[config.mk]
export PLATFORM = sky130hd
export DESIGN_NAME = mux16_rr_sched
export DESIGN_NICKNAME = d
export VERILOG_FILES = /design/src/rtl/mux16_rr_sched.sv
export SDC_FILE = /design/constraint.sdc
export NUM_CORES = 1
export LEC_CHECK = 0
export ABC_AREA = 1
export CORE_MARGIN = 1
export CORE_UTILIZATION = 50
export CTS_CLUSTER_SIZE = 12
export DETAILED_ROUTE_END_ITERATION = 8
export HOLD_SLACK_MARGIN = 0.1
export PLACE_DENSITY_LB_ADDON = 0.05
export SLEW_MARGIN = 20
export SYNTH_ARGS = -nofsm -noshare
export SYNTH_HDL_FRONTEND = slang
export SYNTH_SLANG_ARGS = --single-unit
[constraint.sdc]
create_clock -name clk -period 4.5 [get_ports clk]
set_input_delay 0.45 -clock clk [delete_from_list [all_inputs] [get_ports clk]]
set_output_delay 0.45 -clock clk [all_outputs]
set_load 0.05 [all_outputs]
[src/rtl/mux16_rr_sched.sv]
// mux16_rr_sched: round-robin scheduler that owns the select of a 16:1 single-bit mux
// and presents the selected requester's bit to one consumer over valid/ready.
// A grant lasts until its requester drops req or until MAX_BURST beats are accepted.
// After a release, the search restarts just past the old grantee, so the old grantee
// has the lowest priority.
//
// Ports:
//   clk       - single clock, rising edge
//   rst_n     - asynchronous active-low reset
//   req       - per-requester request bits
//   data_in   - mux data inputs, data_in[i] belongs to requester i
//   out_ready - consumer accepts a beat this cycle
//   out_valid - out_data carries a valid beat (req[sel] while granted)
//   out_data  - mux output, data_in[sel]
//   sel       - registered mux select
//   gnt       - registered one-hot grant, all zero when idle
//   busy      - high while a grant is held
module mux16_rr_sched #(
    parameter int unsigned N         = 16,
    parameter int unsigned SEL_W     = 4,
    parameter int unsigned MAX_BURST = 4
) (
    input  logic             clk,
    input  logic             rst_n,
    input  logic [N-1:0]     req,
    input  logic [N-1:0]     data_in,
    input  logic             out_ready,
    output logic             out_valid,
    output logic             out_data,
    output logic [SEL_W-1:0] sel,
    output logic [N-1:0]     gnt,
    output logic             busy
);

    typedef enum logic [0:0] {StIdle, StGrant} state_e;

    localparam logic [3:0] LastBeat = 4'(MAX_BURST - 1);

    state_e           state;
    logic [SEL_W-1:0] ptr;
    logic [3:0]       beat_cnt;

    // First requester at or after start, wrapping; returns start if none is pending.
    function automatic logic [SEL_W-1:0] search(input logic [N-1:0]     r,
                                                input logic [SEL_W-1:0] start);
        logic [SEL_W-1:0] idx;
        search = start;
        // Walk from the farthest offset down so the nearest hit wins.
        for (int k = N - 1; k >= 0; k--) begin
            idx = start + SEL_W'(k);
            if (r[idx]) begin
                search = idx;
            end
        end
    endfunction

    function automatic logic [N-1:0] onehot(input logic [SEL_W-1:0] idx);
        onehot      = '0;
        onehot[idx] = 1'b1;
    endfunction

    logic             granted;
    logic             req_sel;
    logic             any_req;
    logic             xfer;
    logic             rel;
    logic [SEL_W-1:0] sel_inc;
    logic [SEL_W-1:0] pick_idle;
    logic [SEL_W-1:0] pick_rel;

    always_comb begin
        granted   = (state == StGrant);
        req_sel   = req[sel];
        any_req   = |req;
        xfer      = granted & req_sel & out_ready;
        rel       = granted & (~req_sel | (xfer & (beat_cnt == LastBeat)));
        sel_inc   = sel + SEL_W'(1);
        pick_idle = search(req, ptr);
        pick_rel  = search(req, sel_inc);
    end

    // The 16:1 mux itself: data_in indexed by the registered select.
    assign out_data  = data_in[sel];
    assign out_valid = granted & req_sel;
    assign busy      = granted;

    always_ff @(posedge clk or negedge rst_n) begin
        if (!rst_n) begin
            state    <= StIdle;
            sel      <= '0;
            gnt      <= '0;
            ptr      <= '0;
            beat_cnt <= '0;
        end else begin
            unique case (state)
                StIdle: begin
                    if (any_req) begin
                        state    <= StGrant;
                        sel      <= pick_idle;
                        gnt      <= onehot(pick_idle);
                        beat_cnt <= '0;
                    end
                end
                StGrant: begin
                    if (rel) begin
                        ptr <= sel_inc;
                        // Re-arbitrate on the release edge so consecutive grants have no bubble.
                        if (any_req) begin
                            sel      <= pick_rel;
                            gnt      <= onehot(pick_rel);
                            beat_cnt <= '0;
                        end else begin
                            state    <= StIdle;
                            gnt      <= '0;
                            beat_cnt <= '0;
                        end
                    end else if (xfer) begin
                        beat_cnt <= beat_cnt + 4'd1;
                    end
                end
                default: state <= StIdle;
            endcase
        end
    end

endmodule
==> results.sh <==
export IMPL_yosysWarningCount=0
export IMPL_vias_in_the_first_global_route=6037
export IMPL_ys_seq_area_frac=0.132
export IMPL_post_dr_wirelength_cell_um=14.2
export IMPL_postSynth_asyncResetShare=1.00
export IMPL_synth_top_area_share=0.304
export IMPL_layout_area_seq_um2=726
export IMPL_cp_start_kind="register"
export IMPL_finalSetupTns_ns=0
export IMPL_syn_inst=1056
export IMPL_crit_path_max_fanout=19
export IMPL_die_area_um2=11400
export IMPL_routed_wire_length_um=17500
export IMPL_max_slew_worst_pin_slew_ns=0.726
export IMPL_drive_gt1_frac=0.0708
export IMPL_num_io_pins=58
export IMPL_result_of_the_run="complete, no violations"
export IMPL_wire_length_of_the_first_global_routing_pass_um=29500
export IMPL_cts_made_buffers=5
export IMPL_numPortBuffers=57
export IMPL_post_cts_repair_setup_buffers=0
export IMPL_clk_pin_slew_ns=0.06
export IMPL_final_min_period_over_clock_period=0.858
export IMPL_clock_path_buffers=2
export IMPL_timing_fmax_mhz=259
export IMPL_initial_utilization=0.524
export IMPL_clock_latency_ns=0.28
export IMPL_synth_lib_cells_used_distinct=43
export IMPL_postSynthNetCount=1104
export IMPL_cp_required_ns=4.67
export IMPL_antenna_left=0
export IMPL_globalRouteOverflowTotal=0
export IMPL_netlist_top_cells_area="sky130_fd_sc_hd__nand2_1, sky130_fd_sc_hd__dfrtp_1, sky130_fd_sc_hd__nand3_1, sky130_fd_sc_hd__inv_1, sky130_fd_sc_hd__nor2_1"
export IMPL_synth_edf_count=0
export IMPL_globalplace_congestion=0.954
export IMPL_core_rowCount=37
export IMPL_num_fill_cells=1129
export IMPL_finalSetupViolations=0
export IMPL_synth_ff_latch_count=29
export IMPL_n_antenna_cell=0
export IMPL_post_synth_top_count_cell="sky130_fd_sc_hd__nand2_1"
export IMPL_post_cts_hold_buffer_count=0
export IMPL_grt_setup_unrepaired="no"
export IMPL_final_net_count=1148
export IMPL_hpwlAfterDp_um=13900
export IMPL_drtPass1Iterations=5
export IMPL_max_slew_margin_rel=0.512
export IMPL_dieWidth_um=107
export IMPL_synth_flop_cell="sky130_fd_sc_hd__dfrtp_1"
export IMPL_antenna_found_initial=0
export IMPL_worst_setup_path_category="reg2reg"
export IMPL_hold_path_class="reg2reg"
export IMPL_cts_tree="yes"
export IMPL_maxSlewViolCount=0
export IMPL_drt_first_iter_violations=493
export IMPL_fp_coreArea_um2=10500
export IMPL_post_synth_instance_area_um2=5480
export IMPL_final_min_clock_period_ns=3.86
export IMPL_type_of_destination_of_the_critical_path="register"
export IMPL_synthToLayoutAreaGrowth_pct=12.4
export IMPL_synth_area_leader_cell="sky130_fd_sc_hd__nand2_1"
export IMPL_grt_util_all_layers=0.323
export IMPL_dr_total_vias=6556
export IMPL_detail_route_drc_violations=0
export IMPL_number_of_cells_upsized_or_downsized_after_cts=0
export IMPL_finClkSkew_ns=0.00637
export IMPL_cp_data_arrival_time_ns=4.03
export IMPL_grt_max_degree=31
export IMPL_final_hold_violation_count=0
export IMPL_multi_input_gate_area_in_the_final_layout_um2=4040
export IMPL_cts_htree_levels=2
export IMPL_max_cap_violation_count=0
export IMPL_die_h_um=107
export IMPL_cts_num_sinks=29
export IMPL_synthTopCellsByCount="sky130_fd_sc_hd__nand2_1, sky130_fd_sc_hd__nand3_1, sky130_fd_sc_hd__inv_1, sky130_fd_sc_hd__nor2_1, sky130_fd_sc_hd__a21oi_1"
export IMPL_routed_via_density=5.30
export IMPL_syn_avg_cell_area_um2=5.19
export IMPL_ctsRootBufferMaster="sky130_fd_sc_hd__clkbuf_8"
metrics by stage:
stage                     hold slack [ns]  cells  cell area [um^2]  setup WS (ns)  utilization
after detailed placement            0.481   1229              6070          0.713        0.581
final                               0.494   1237              6150          0.639        0.588
after global placement              0.479   1229              6070          0.801        0.581
after floorplan                     0.154   1056              5480          0.599            -
after CTS                           0.498   1237              6150          0.693        0.588
after global routing                0.507   1237              6150          0.118        0.588
path summary, 6_finish.rpt:
check | cells after the start | startpoint | slack [ns] | to
min in group asynchronous | 2 | rst_n | 0.55 | gnt[1]$_DFFE_PN0P_
min | 2 | gnt[5]$_DFFE_PN0P_ | 0.49 | gnt[5]$_DFFE_PN0P_
max reg2reg | 26 | sel[0]$_DFFE_PN0P_ | 0.64 | gnt[13]$_DFFE_PN0P_
max | 26 | sel[0]$_DFFE_PN0P_ | 0.64 | gnt[13]$_DFFE_PN0P_
min reg2reg | 2 | gnt[5]$_DFFE_PN0P_ | 0.49 | gnt[5]$_DFFE_PN0P_
max in group asynchronous | 2 | rst_n | 3.68 | ptr[1]$_DFFE_PN0P_
layout by cell type, fill, tap and decap left out, types with 4 or more instances in the layout:
master	n
sky130_fd_sc_hd__a21oi_1	54
sky130_fd_sc_hd__inv_2	15
sky130_fd_sc_hd__clkdlybuf4s50_1	57
sky130_fd_sc_hd__dfrtp_1	29
sky130_fd_sc_hd__o21ai_1	21
sky130_fd_sc_hd__clkbuf_8	5
sky130_fd_sc_hd__nor2_2	8
sky130_fd_sc_hd__xor2_1	8
sky130_fd_sc_hd__inv_1	105
sky130_fd_sc_hd__nand2_1	444
sky130_fd_sc_hd__nand3_1	125
sky130_fd_sc_hd__nor2_1	97
sky130_fd_sc_hd__nand2_2	15
sky130_fd_sc_hd__inv_4	4
sky130_fd_sc_hd__o21ai_0	34
sky130_fd_sc_hd__xor2_2	5
sky130_fd_sc_hd__buf_4	12
sky130_fd_sc_hd__o22ai_1	6
sky130_fd_sc_hd__a31oi_1	4
sky130_fd_sc_hd__ha_1	13
sequential cells by signal, summed over array words and instances (netlist names):
name      cells
ptr           4
busy          1
beat_cnt      4
gnt          16
sel           4
worst max-delay path: stages, from the launching register on:
cell,delay [ns]
sky130_fd_sc_hd__dfrtp_1,0.63
sky130_fd_sc_hd__inv_4,0.05
sky130_fd_sc_hd__ha_1,0.34
sky130_fd_sc_hd__buf_4,0.28
sky130_fd_sc_hd__nand2_1,0.13
sky130_fd_sc_hd__nand2_4,0.24
sky130_fd_sc_hd__o21ai_1,0.19
sky130_fd_sc_hd__mux2i_1,0.31
sky130_fd_sc_hd__nor2_1,0.09
sky130_fd_sc_hd__nor2_1,0.24
sky130_fd_sc_hd__o21ai_0,0.15
sky130_fd_sc_hd__inv_1,0.08
sky130_fd_sc_hd__nand2_1,0.05
sky130_fd_sc_hd__nand2_1,0.05
sky130_fd_sc_hd__nand2_1,0.04
sky130_fd_sc_hd__nand2_1,0.05
sky130_fd_sc_hd__nand2_1,0.05
sky130_fd_sc_hd__nand2_1,0.05
sky130_fd_sc_hd__nand2_1,0.04
sky130_fd_sc_hd__nand2_1,0.05
sky130_fd_sc_hd__nand2_1,0.06
sky130_fd_sc_hd__nand2_2,0.13
sky130_fd_sc_hd__nand2_2,0.09
sky130_fd_sc_hd__nand3_1,0.15
sky130_fd_sc_hd__nor2_1,0.06
sky130_fd_sc_hd__nor2_1,0.09
sky130_fd_sc_hd__nor2_1,0.05
routing by layer:
layer / vias to the layer above / routed length (um) / global-route usage / part of all wire
met4: 0 / 325 / 0.0793 / 0.019
met3: 26 / 1370 / 0.0401 / 0.078
met2: 243 / 7440 / 0.495 / 0.42
met5: - / 0 / 0 / 0
met1: 2861 / 8380 / 0.477 / 0.48
li1: 3426 / - / - / -
layout make-up:
class,count,area share
inverters,125,0.0779
well taps,136,0.0276
multi-input cells,870,0.656
repair buffers,69,0.107
flip-flops and latches,29,0.118
clock buffers,8,0.0130
cells by family after synthesis:
| logic type | Yosys count | synth area share |
|---|---|---|
| mux | 2 | 0.00365 |
| simple gates | 709 | 0.542 |
| buf+inv | 157 | 0.131 |
| flops | 29 | 0.132 |
| fa+ha+maj | 13 | 0.0297 |
| compound gates | 130 | 0.127 |
| xor+xnor | 16 | 0.0352 |
Power is not shown: default switching activity piles up to over one toggle a cycle in this logic, so the estimate is an artifact.
